<file path="src/rtl/snn_image_loader_if.sv">
// Handshake/bus bundle between snn_image_loader, the UART rx/tx pair and snn_core.
// The loader takes the slave modport; the environment driving it takes master.
interface snn_image_loader_if #(
    parameter int ADDR_W = 10
);
    logic              rx_rdy;
    logic [7:0]        rx_data;
    logic              tx_rdy;
    logic              tx_start;
    logic [7:0]        tx_data;
    logic              start;
    logic              done;
    logic [3:0]        digit;
    logic [ADDR_W-1:0] addr_input_unit;
    logic              q_input;
    logic [3:0]        digit_out;
    logic              busy;
    logic              overrun;

    modport slave (
        input  rx_rdy, rx_data, tx_rdy, done, digit, addr_input_unit,
        output tx_start, tx_data, start, q_input, digit_out, busy, overrun
    );

    modport master (
        output rx_rdy, rx_data, tx_rdy, done, digit, addr_input_unit,
        input  tx_start, tx_data, start, q_input, digit_out, busy, overrun
    );
endinterface

</file>
<file path="src/rtl/snn_image_loader.sv">
// SNN front end: unpacks UART bytes into a 1-bit pixel memory, runs snn_core, sends the digit back.
// Define ASCII_DIGIT_EN to transmit the result as an ASCII character instead of a raw nibble.
module snn_image_loader #(
    parameter int NUM_PIXELS = 784,
    parameter int ADDR_W     = 10
) (
    input logic               clk,
    input logic               rst_n,
    snn_image_loader_if.slave bus
);

    typedef enum logic [2:0] {
        LOAD,
        UNPACK,
        START_CORE,
        WAIT_DONE,
        SEND,
        WAIT_TX
    } state_t;

    localparam logic [ADDR_W-1:0] LAST_ADDR = ADDR_W'(NUM_PIXELS - 1);

    state_t            state;
    logic [ADDR_W-1:0] wr_addr;
    logic [2:0]        bit_cnt;
    logic [7:0]        shreg;
    logic [7:0]        pend_data;
    logic              pend_full;
    logic              tx_armed;
    logic              mem [NUM_PIXELS];

    function automatic logic [7:0] encode_digit(input logic [3:0] d);
`ifdef ASCII_DIGIT_EN
        return 8'h30 + {4'h0, d};
`else
        return {4'h0, d};
`endif
    endfunction

    // NOTE: the pixel memory is deliberately left out of reset; every frame
    // rewrites all of it before snn_core is started, so clearing it buys nothing.
    always_ff @(posedge clk) begin
        if (rst_n && state == UNPACK) begin
            mem[wr_addr] <= shreg[bit_cnt];
        end
    end

    // NOTE: strobes get a default of 0 at the top of the clocked block and are
    // overridden below; with non-blocking assignment the last write wins.
    always_ff @(posedge clk) begin
        if (!rst_n) begin
            state         <= LOAD;
            wr_addr       <= '0;
            bit_cnt       <= '0;
            shreg         <= '0;
            pend_data     <= '0;
            pend_full     <= 1'b0;
            tx_armed      <= 1'b0;
            bus.start     <= 1'b0;
            bus.tx_start  <= 1'b0;
            bus.tx_data   <= '0;
            bus.q_input   <= 1'b0;
            bus.digit_out <= '0;
            bus.busy      <= 1'b0;
            bus.overrun   <= 1'b0;
        end else begin
            bus.start    <= 1'b0;
            bus.tx_start <= 1'b0;
            bus.q_input  <= mem[bus.addr_input_unit];

            case (state)
                LOAD: begin
                    if (pend_full) begin
                        // A byte caught at the end of the previous unpack goes first.
                        shreg     <= pend_data;
                        pend_full <= 1'b0;
                        bit_cnt   <= '0;
                        state     <= UNPACK;
                        bus.busy  <= 1'b1;
                        if (bus.rx_rdy) begin
                            bus.overrun <= 1'b1;
                        end
                    end else if (bus.rx_rdy) begin
                        shreg    <= bus.rx_data;
                        bit_cnt  <= '0;
                        state    <= UNPACK;
                        bus.busy <= 1'b1;
                    end
                end

                UNPACK: begin
                    wr_addr <= wr_addr + ADDR_W'(1);
                    bit_cnt <= bit_cnt + 3'd1;
                    if (bus.rx_rdy) begin
                        if (pend_full) begin
                            bus.overrun <= 1'b1;
                        end else begin
                            pend_data <= bus.rx_data;
                            pend_full <= 1'b1;
                        end
                    end
                    if (bit_cnt == 3'd7) begin
                        if (wr_addr == LAST_ADDR) begin
                            wr_addr   <= '0;
                            state     <= START_CORE;
                            bus.start <= 1'b1;
                        end else if (pend_full) begin
                            shreg     <= pend_data;
                            pend_full <= 1'b0;
                        end else begin
                            state    <= LOAD;
                            bus.busy <= 1'b0;
                        end
                    end
                end

                START_CORE: begin
                    if (bus.rx_rdy) begin
                        bus.overrun <= 1'b1;
                    end
                    state <= WAIT_DONE;
                end

                WAIT_DONE: begin
                    if (bus.rx_rdy) begin
                        bus.overrun <= 1'b1;
                    end
                    if (bus.done) begin
                        bus.digit_out <= bus.digit;
                        state         <= SEND;
                    end
                end

                SEND: begin
                    if (bus.rx_rdy) begin
                        bus.overrun <= 1'b1;
                    end
                    if (bus.tx_rdy) begin
                        bus.tx_start <= 1'b1;
                        bus.tx_data  <= encode_digit(bus.digit_out);
                        tx_armed     <= 1'b0;
                        state        <= WAIT_TX;
                    end
                end

                WAIT_TX: begin
                    if (bus.rx_rdy) begin
                        bus.overrun <= 1'b1;
                    end
                    // The first cycle is skipped so a transmitter that has not yet
                    // lowered tx_rdy is not mistaken for one that already finished.
                    tx_armed <= 1'b1;
                    if (tx_armed && bus.tx_rdy) begin
                        state    <= LOAD;
                        bus.busy <= 1'b0;
                    end
                end

                default: begin
                    state    <= LOAD;
                    bus.busy <= 1'b0;
                end
            endcase
        end
    end

endmodule

</file>
<file path="src/flat_wrapper.sv">
// flat-port wrapper written by rule: the top's interface ports become plain ports
module snn_image_loader_flat 
#(
    parameter int NUM_PIXELS = 784,
    parameter int ADDR_W     = 10
)
  (clk, rst_n, bus_rx_rdy, bus_rx_data, bus_tx_rdy, bus_done, bus_digit, bus_addr_input_unit, bus_tx_start, bus_tx_data, bus_start, bus_q_input, bus_digit_out, bus_busy, bus_overrun);
  snn_image_loader_if #(.ADDR_W(ADDR_W)) bus_i ();
  input logic clk;
  input logic rst_n;
  input wire logic [$bits(bus_i.rx_rdy)-1:0] bus_rx_rdy;
  input wire logic [$bits(bus_i.rx_data)-1:0] bus_rx_data;
  input wire logic [$bits(bus_i.tx_rdy)-1:0] bus_tx_rdy;
  input wire logic [$bits(bus_i.done)-1:0] bus_done;
  input wire logic [$bits(bus_i.digit)-1:0] bus_digit;
  input wire logic [$bits(bus_i.addr_input_unit)-1:0] bus_addr_input_unit;
  output wire logic [$bits(bus_i.tx_start)-1:0] bus_tx_start;
  output wire logic [$bits(bus_i.tx_data)-1:0] bus_tx_data;
  output wire logic [$bits(bus_i.start)-1:0] bus_start;
  output wire logic [$bits(bus_i.q_input)-1:0] bus_q_input;
  output wire logic [$bits(bus_i.digit_out)-1:0] bus_digit_out;
  output wire logic [$bits(bus_i.busy)-1:0] bus_busy;
  output wire logic [$bits(bus_i.overrun)-1:0] bus_overrun;
  assign bus_i.rx_rdy = bus_rx_rdy;
  assign bus_i.rx_data = bus_rx_data;
  assign bus_i.tx_rdy = bus_tx_rdy;
  assign bus_i.done = bus_done;
  assign bus_i.digit = bus_digit;
  assign bus_i.addr_input_unit = bus_addr_input_unit;
  assign bus_tx_start = bus_i.tx_start;
  assign bus_tx_data = bus_i.tx_data;
  assign bus_start = bus_i.start;
  assign bus_q_input = bus_i.q_input;
  assign bus_digit_out = bus_i.digit_out;
  assign bus_busy = bus_i.busy;
  assign bus_overrun = bus_i.overrun;
  snn_image_loader #(.NUM_PIXELS(NUM_PIXELS), .ADDR_W(ADDR_W)) u_core (.clk(clk), .rst_n(rst_n), .bus(bus_i));
endmodule
</file>
<file path="config.mk">
export PLATFORM = sky130hd
export DESIGN_NAME = snn_image_loader_flat
export DESIGN_NICKNAME = d
export VERILOG_FILES = /design/src/rtl/snn_image_loader_if.sv /design/src/rtl/snn_image_loader.sv /design/src/flat_wrapper.sv
export SDC_FILE = /design/constraint.sdc
export NUM_CORES = 1
export LEC_CHECK = 0
export CAP_MARGIN = 20
export CORE_MARGIN = 1.5
export CORE_UTILIZATION = 60
export CTS_CLUSTER_SIZE = 14
export DETAILED_ROUTE_END_ITERATION = 12
export PLACE_DENSITY = 0.76
export RECOVER_POWER = 50
export SETUP_SLACK_MARGIN = 0.4
export SKIP_CTS_REPAIR_TIMING = 1
export SYNTH_ARGS = -nofsm -noshare
export SYNTH_HDL_FRONTEND = slang
export SYNTH_SLANG_ARGS = --single-unit
export TNS_END_PERCENT = 50
</file>
<file path="constraint.sdc">
create_clock -name clk -period 15.8 [get_ports clk]
set_input_delay 2.37 -clock clk [delete_from_list [all_inputs] [get_ports clk]]
set_output_delay 2.37 -clock clk [all_outputs]
set_load 0.005 [all_outputs]
</file>
==> results.ini, run 1 <==
[power_and_ir_drop]
net-switching-power_uw = 1230
p_int_uw = 3980
pwr-share-clk_pct = 37.5
ir_drop_v = 0.000143
power_frac_seq_pct = 52.7
p_comb_share_pct = 9.8
switching_share_pct = 23.6
power_density_nw_per_um2 = 130
p_leak_uw = 0.0123

[die]
row_count = 90
start_util_pct = 60.5
io_pins = 44
die_h_um = 249
core_sq_um = 60100
design.die.area_sq_um = 62100
die_width_um = 249

[worst_setup_path]
timing.rr.start = u_core.bit_cnt[0]$_SDFFE_PN0P_
critPathMaxFanout = 160
crit_path_start_kind = register
worstPathArrival_ns = 9.64
end_kind = register
crit_type = reg -> reg
worstPathRequired_ns = 15.73
reg2reg_depth = 4
crit_path_start = u_core.bit_cnt[0]$_SDFFE_PN0P_

[run_status]
violations = capacitance limit, slew limit
status = complete, but fails checks

[synth]
synthArstFlopShare_pct = 0
synth_warnings = 0
yosysSeqAreaShare_pct = 67.3
netlist_area_sq_um = 36400
ys_seq_elements = 831
yosysUniqueCellTypes = 59
synth_edf_count = 784
netlist_instances = 2619
synth_ff_type = edfxtp_1
syn_avg_cell_area_sq_um = 13.9

[clocking]
clock-sinks = 831
cts.path.max_buffers = 3
htree_levels = 3
clk_pin_slew_ns = 0.06
insertion_delay_ns = 0.64
cts_made_buffers = 85
cts_tree = done
root_buffer = clkbuf_16

[layout]
fillers = 4103
area_growth_pct = 10.2
drive_gt1_share_pct = 14.3
nets = 2610

[drt]
drtIter0Drc = 3290
drc = 0
wl_per_cell_um = 26.3
drtPass1Iterations = 6
post_drt_via_cell_ratio = 6.61
dr_total_vias = 22600
ant_nets = 0
drt_wl_total_mm = 90.1

[global_route]
grtUsageMet1_pct = 38.6
grt_usage_pct = 29.0
antenna_found_initial = 1
met3_usage_pct = 5.69
grt_overflow = 0
use_met2_pct = 47.0
grt_pass1_wl_mm = 134
grt_max_degree = 318
grt-busiest-layer = met2
grt_pass1_vias = 22400

[timing]
max_freq_mhz = 103
finalCritPeriodShare_pct = 61.5
slew_headroom_pct = -287
final_hold_viol_count = 0
rsz0062_at_grt = false
worst_pin_slew_ns = 5.81
min_period_ns = 9.72
maxSlewViolCount = 460
fin_tns_setup_ns = 0
fin_hold_ws_ns = 0.501
skew_ns = 0.0244
finalSetupViolCount = 0

[worst_hold_path]
holdPathStages = 1
worstHoldStart = u_core.shreg[0]$_SDFFE_PN0P_
hold_path_class = reg -> reg

[flow_run]
drv_cap = 6

[place]
hpwl_mm = 49.1
io_buffer_count = 39
place.gp.congestion = 0.869

==> worst paths after layout <==
check	slack (ns)	endpoint
max	6.08	u_core.mem[169]$_DFFE_PP_
min	0.50	u_core.shreg[0]$_SDFFE_PN0P_
max reg2reg	6.08	u_core.mem[169]$_DFFE_PP_
min reg2reg	0.50	u_core.shreg[0]$_SDFFE_PN0P_
==> state kept, by name, indices dropped and copies added (netlist names) <==
signal	count
u_core.mem	784
u_core.bus.digit_out	4
u_core.state	3
u_core.pend_data	8
u_core.pend_full	1
u_core.bus.tx_start	1
u_core.bit_cnt	3
u_core.tx_armed	1
u_core.bus.tx_data	4
u_core.wr_addr	10
u_core.bus.q_input	1
u_core.shreg	8
u_core.bus.overrun	1
u_core.bus.busy	1
u_core.bus.start	1
==> cell type report <==
| cell class | instances | area, sq um | share of cell area, % |
|---|---|---|---|
| Clock inverter | 44 | 384 | 0.959 |
| Clock buffer | 107 | 2270 | 5.67 |
| Inverter | 5 | 18.8 | 0.0468 |
| Multi-Input combinational cell | 1536 | 10800 | 26.9 |
| Timing Repair Buffer | 118 | 1150 | 2.88 |
| Tap cell | 782 | 978 | 2.44 |
| Antenna cell | 1 | 2.50 | 0.00625 |
| Sequential cell | 831 | 24500 | 61.1 |
==> layout by cell type (no fill, tap or decap), types with 15 or more instances in the layout <==
master           Yosys  final
edfxtp_1           784    784
nor2_1             770    770
mux4_2             177    177
nand2_1            105    104
mux2i_1            102    102
clkbuf_16            0     87
nor3_1              71     71
buf_4               14     55
dfxtp_1             47     47
clkdlybuf4s50_1      0     34
nor2b_1             33     33
o22ai_1             28     28
nand3_1             27     27
nand4_1             23     23
o21ai_0             22     23
o221ai_1            23     23
clkbuf_1           192     23
a21oi_1             21     21
clkinv_1             0     20
nand2b_1            16     16
buf_8                0     15
==> logic make-up (layout without fill, tap and decap cells) <==
family                   Yosys count  after routing  share of synthesized area (%)
AND/OR/NAND/NOR                 1077           1077                           12.2
flip-flops                       831            831                           67.3
multiplexers                     283            283                           13.9
buffers and inverters            255            274                           3.11
AO/OA/AOI/OAI                    159            159                           3.07
XOR/XNOR                           7              7                          0.169
adder cells (fa/ha/maj)            6              6                          0.206
other                              1              5                         0.0103
==> synthesized netlist by cell type (all sizes together), types with 8 or more instances <==
master  instances  area [sq um]
nand2         105           394
o221ai         23           201
o211a           8          80.1
edfxtp        784         23500
and2            8          50.1
a21oi          21           105
mux2i         102          1020
nor3           71           355
nand3          27           135
clkbuf        193           726
nand2b         16           100
dfxtp          47           941
o21ai          23           115
a211oi         12          90.1
a22oi           9          67.6
mux4          177          3990
buf            57           388
nand4          23           144
nor2b          33           206
o22ai          28           175
nor2          770          2890
==> per-stage QoR <==
step / setup WS (ns) / area [sq um] / power [uW] / instances / util [%]
3_5_place_dp: 9.76 / 37200 / 3260 / 3257 / 61.8
6_report: 6.08 / 40100 / 5200 / 3424 / 66.6
4_1_cts: 10.42 / 39800 / 5180 / 3408 / 66.3
5_1_grt: 5.20 / 40100 / 5340 / 3424 / 66.6
3_3_place_gp: 9.76 / 37100 / 3230 / 3254 / 61.8
2_1_floorplan: 8.55 / 36400 / 3180 / 2622 / -
==> worst max-delay path, cell delays in order (launching register included) <==
cell      delay [ns]
dfxtp_1         0.37
mux4_2          0.36
mux2_1          1.28
clkbuf_1        4.14
clkbuf_1        2.66
==> power by group through the flow <==
| stage | sequential (uW) | combinational, uW | clock (uW) |
|---|---|---|---|
| floorplan | 2850 | 328 | 0 |
| global placement | 2760 | 472 | 0 |
| detailed placement | 2760 | 499 | 0 |
| CTS | 2710 | 501 | 1960 |
| global route | 2750 | 549 | 2050 |
| finish | 2740 | 511 | 1950 |
==> per-layer routing <==
metal  part of all wire [%]  vias up
li1                       -     9553
met2                     49     1397
met3                     11      244
met5                      0        -
met4                    4.1        0
met1                     36    11400
Power figures use the tool's default switching activity.
==> inputs of run 2 (changes only) <==
==> constraint.sdc (replaced) <==
create_clock -name clk -period 9.3 [get_ports clk]
set_input_delay 1.395 -clock clk [delete_from_list [all_inputs] [get_ports clk]]
set_output_delay 1.395 -clock clk [all_outputs]
set_load 0.005 [all_outputs]
==> run 2 against run 1 <==
  * Sequential share of layout area fell by 0.14 points
  * Largest cell class unchanged
  * Critical path type unchanged
  * Via count rose by 0.35%
  * The run still ends with capacitance limit, slew limit left
  * Core utilization rose by 0.15 points
  * Count of clock-buffer cells in the layout rose by 5
  * Clock skew fell by 0.00079 ns
  * First-iteration DRC count rose by 16%
  * Highest routed layer unchanged
  * Setup slack got worse by 3.1 ns
==> results.ini, run 2 (synthesis results as in run 1) <==
[run_status]
status = complete, but fails checks  ; unchanged
violations = capacitance limit, slew limit  ; unchanged

[clocking]
cts_made_buffers = 83  ; was 85
cts_tree = done  ; unchanged
clk_pin_slew_ns = 0.06  ; about the same
insertion_delay_ns = 0.63  ; was 0.64 ns
htree_levels = 3  ; unchanged
clock-sinks = 831  ; unchanged
root_buffer = clkbuf_16  ; unchanged
cts.path.max_buffers = 3  ; unchanged

[die]
start_util_pct = 60.5  ; unchanged
die_h_um = 249  ; unchanged
die_width_um = 249  ; unchanged
io_pins = 44  ; unchanged
core_sq_um = 60100  ; unchanged
row_count = 90  ; unchanged
design.die.area_sq_um = 62100  ; unchanged

[timing]
finalCritPeriodShare_pct = 68.1  ; was 61.5%
finalSetupViolCount = 0  ; unchanged
rsz0062_at_grt = false  ; unchanged
min_period_ns = 6.33  ; was 9.72 ns
fin_tns_setup_ns = 0  ; unchanged
max_freq_mhz = 158  ; was 103 MHz
maxSlewViolCount = 389  ; was 460
worst_pin_slew_ns = 4.46  ; was 5.81 ns
fin_hold_ws_ns = 0.484  ; was 0.501 ns
final_hold_viol_count = 0  ; unchanged
skew_ns = 0.0236  ; was 0.0244 ns
slew_headroom_pct = -197  ; was -287%

[layout]
area_growth_pct = 10.4  ; was 10.2%
most-common-layout-cells = 784 x edfxtp_1, 770 x nor2_1, 177 x mux4_2, 102 x mux2i_1, 101 x nand2_1  ; was 784 x edfxtp_1, 770 x nor2_1, 177 x mux4_2, 104 x nand2_1, 102 x mux2i_1
layout.cells.non_filler = 3424  ; unchanged
reg_top3 = u_core.mem (784), u_core.wr_addr (10)  ; unchanged
largest_reg_flops = 784  ; unchanged
nets = 2611  ; was 2610
layout_commonest_cell = edfxtp_1  ; unchanged
diodes = 0  ; was 1
fillers = 4105  ; was 4103
largest_register = u_core.mem  ; unchanged
fin_area_sq_um = 40200  ; was 40100 sq um
drive_gt1_share_pct = 14.3  ; about the same

[place]
place_area_sq_um = 37200  ; about the same
place.gp.congestion = 0.867  ; was 0.869
hpwl_mm = 49.8  ; was 49.1 mm
io_buffer_count = 39  ; unchanged
dp_cells = 3257  ; unchanged

[power_and_ir_drop]
power_density_nw_per_um2 = 221  ; was 130 nW/um^2
ir_drop_v = 0.000176  ; was 0.000143 V
p_leak_uw = 0.0124  ; was 0.0123 uW

[worst_setup_path]
critPathMaxFanout = 197  ; was 160
cp-endpoint = u_core.mem[360]$_DFFE_PP_  ; was u_core.mem[169]$_DFFE_PP_
rrSetupSlack_ns = 2.97  ; was 6.08 ns
rr_endpoint = u_core.mem[360]$_DFFE_PP_  ; was u_core.mem[169]$_DFFE_PP_
worstPathArrival_ns = 6.11  ; was 9.64 ns
crit_path_start_kind = register  ; unchanged
end_kind = register  ; unchanged
timing.rr.start = u_core.bit_cnt[0]$_SDFFE_PN0P_  ; unchanged
worstPathRequired_ns = 9.07  ; was 15.73 ns
reg2reg_depth = 5  ; was 4
crit_type = reg -> reg  ; unchanged
crit_path_start = u_core.bit_cnt[0]$_SDFFE_PN0P_  ; unchanged

[global_route]
antenna_found_initial = 0  ; was 1
grtUsageMet1_pct = 39.5  ; was 38.6%
grt_overflow = 0  ; unchanged
grt_max_degree = 215  ; was 318
use_met2_pct = 46.9  ; was 47.0%
met3_usage_pct = 5.88  ; was 5.69%
grt_usage_pct = 29.2  ; was 29.0%
grt_pass1_vias = 22200  ; was 22.4k
grt-busiest-layer = met2  ; unchanged
grt_pass1_wl_mm = 135  ; was 134 mm

[drt]
drc = 0  ; unchanged
post_drt_via_cell_ratio = 6.63  ; was 6.61
wl_per_cell_um = 26.4  ; was 26.3 um
ant_nets = 0  ; unchanged
drtIter0Drc = 3801  ; was 3290
drt_wl_total_mm = 90.5  ; was 90.1 mm
drtPass1Iterations = 8  ; was 6
dr_total_vias = 22700  ; was 22.6k

[worst_hold_path]
hold_path_class = reg -> reg  ; unchanged

[flow_run]
drv_cap = 5  ; was 6

## run 2: changes by cell type in the layout (fill, tap and decap cells not counted), moves of 4 or more
cell,previous run,this run
clkinv_2,14,10
dlygate4sd3_1,1,13
clkdlybuf4s50_1,34,22
buf_16,3,8
clkbuf_1,23,30
buf_8,15,10
## run 2: power by group
group | switching (uW) | internal (uW) | leakage [uW]
combinational | 672 | 219 | 0.00350
sequential | 26.9 | 4620 | 0.00756
clock | 1370 | 1950 | 0.00131
## run 2: critical path, cell delays in order (launching register included)
cell and delay (ns):
dfxtp_1 0.37, mux4_2 0.35, mux2_1 0.51, buf_16 0.56
clkbuf_1 0.40, clkbuf_1 3.13
## run 2: worst min path at each step
stage	cells past startpoint	slack, ns	to	startpoint
floorplan	1	0.47	u_core.shreg[2]$_SDFFE_PN0P_	u_core.shreg[2]$_SDFFE_PN0P_
global placement	1	0.48	u_core.shreg[4]$_SDFFE_PN0P_	u_core.shreg[4]$_SDFFE_PN0P_
detailed placement	1	0.49	u_core.shreg[2]$_SDFFE_PN0P_	u_core.shreg[2]$_SDFFE_PN0P_
CTS	2	0.50	u_core.bus.busy$_SDFFE_PN0P_	u_core.bus.busy$_SDFFE_PN0P_
global route	2	0.51	u_core.bus.busy$_SDFFE_PN0P_	u_core.bus.busy$_SDFFE_PN0P_
finish	2	0.48	u_core.bus.busy$_SDFFE_PN0P_	u_core.bus.busy$_SDFFE_PN0P_
## run 2: stage by stage
step | setup slack (ns) | utilization (%) | power (uW)
CTS | 4.92 | 66.3 | 8810
detailed placement | 4.27 | 61.8 | 5540
floorplan | 2.05 | - | 5410
global route | 2.46 | 66.8 | 9090
finish | 2.97 | 66.8 | 8860
global placement | 4.30 | 61.8 | 5490
## run 2: metal layers
metal / part of all wire [%] / wire length, um
met1: 36 / 32400
met4: 3.8 / 3410
met5: 0 / 0
met3: 12 / 10700
met2: 49 / 43900
## run 2: cell type report
cell class	count	area, sq um	share of cell area (%)
Clock buffer	112	2300	5.73
Clock inverter	37	375	0.935
Inverter	5	18.8	0.0467
Multi-Input combinational cell	1536	10800	26.8
Sequential cell	831	24500	61.0
Tap cell	782	978	2.44
Timing Repair Buffer	121	1220	3.03
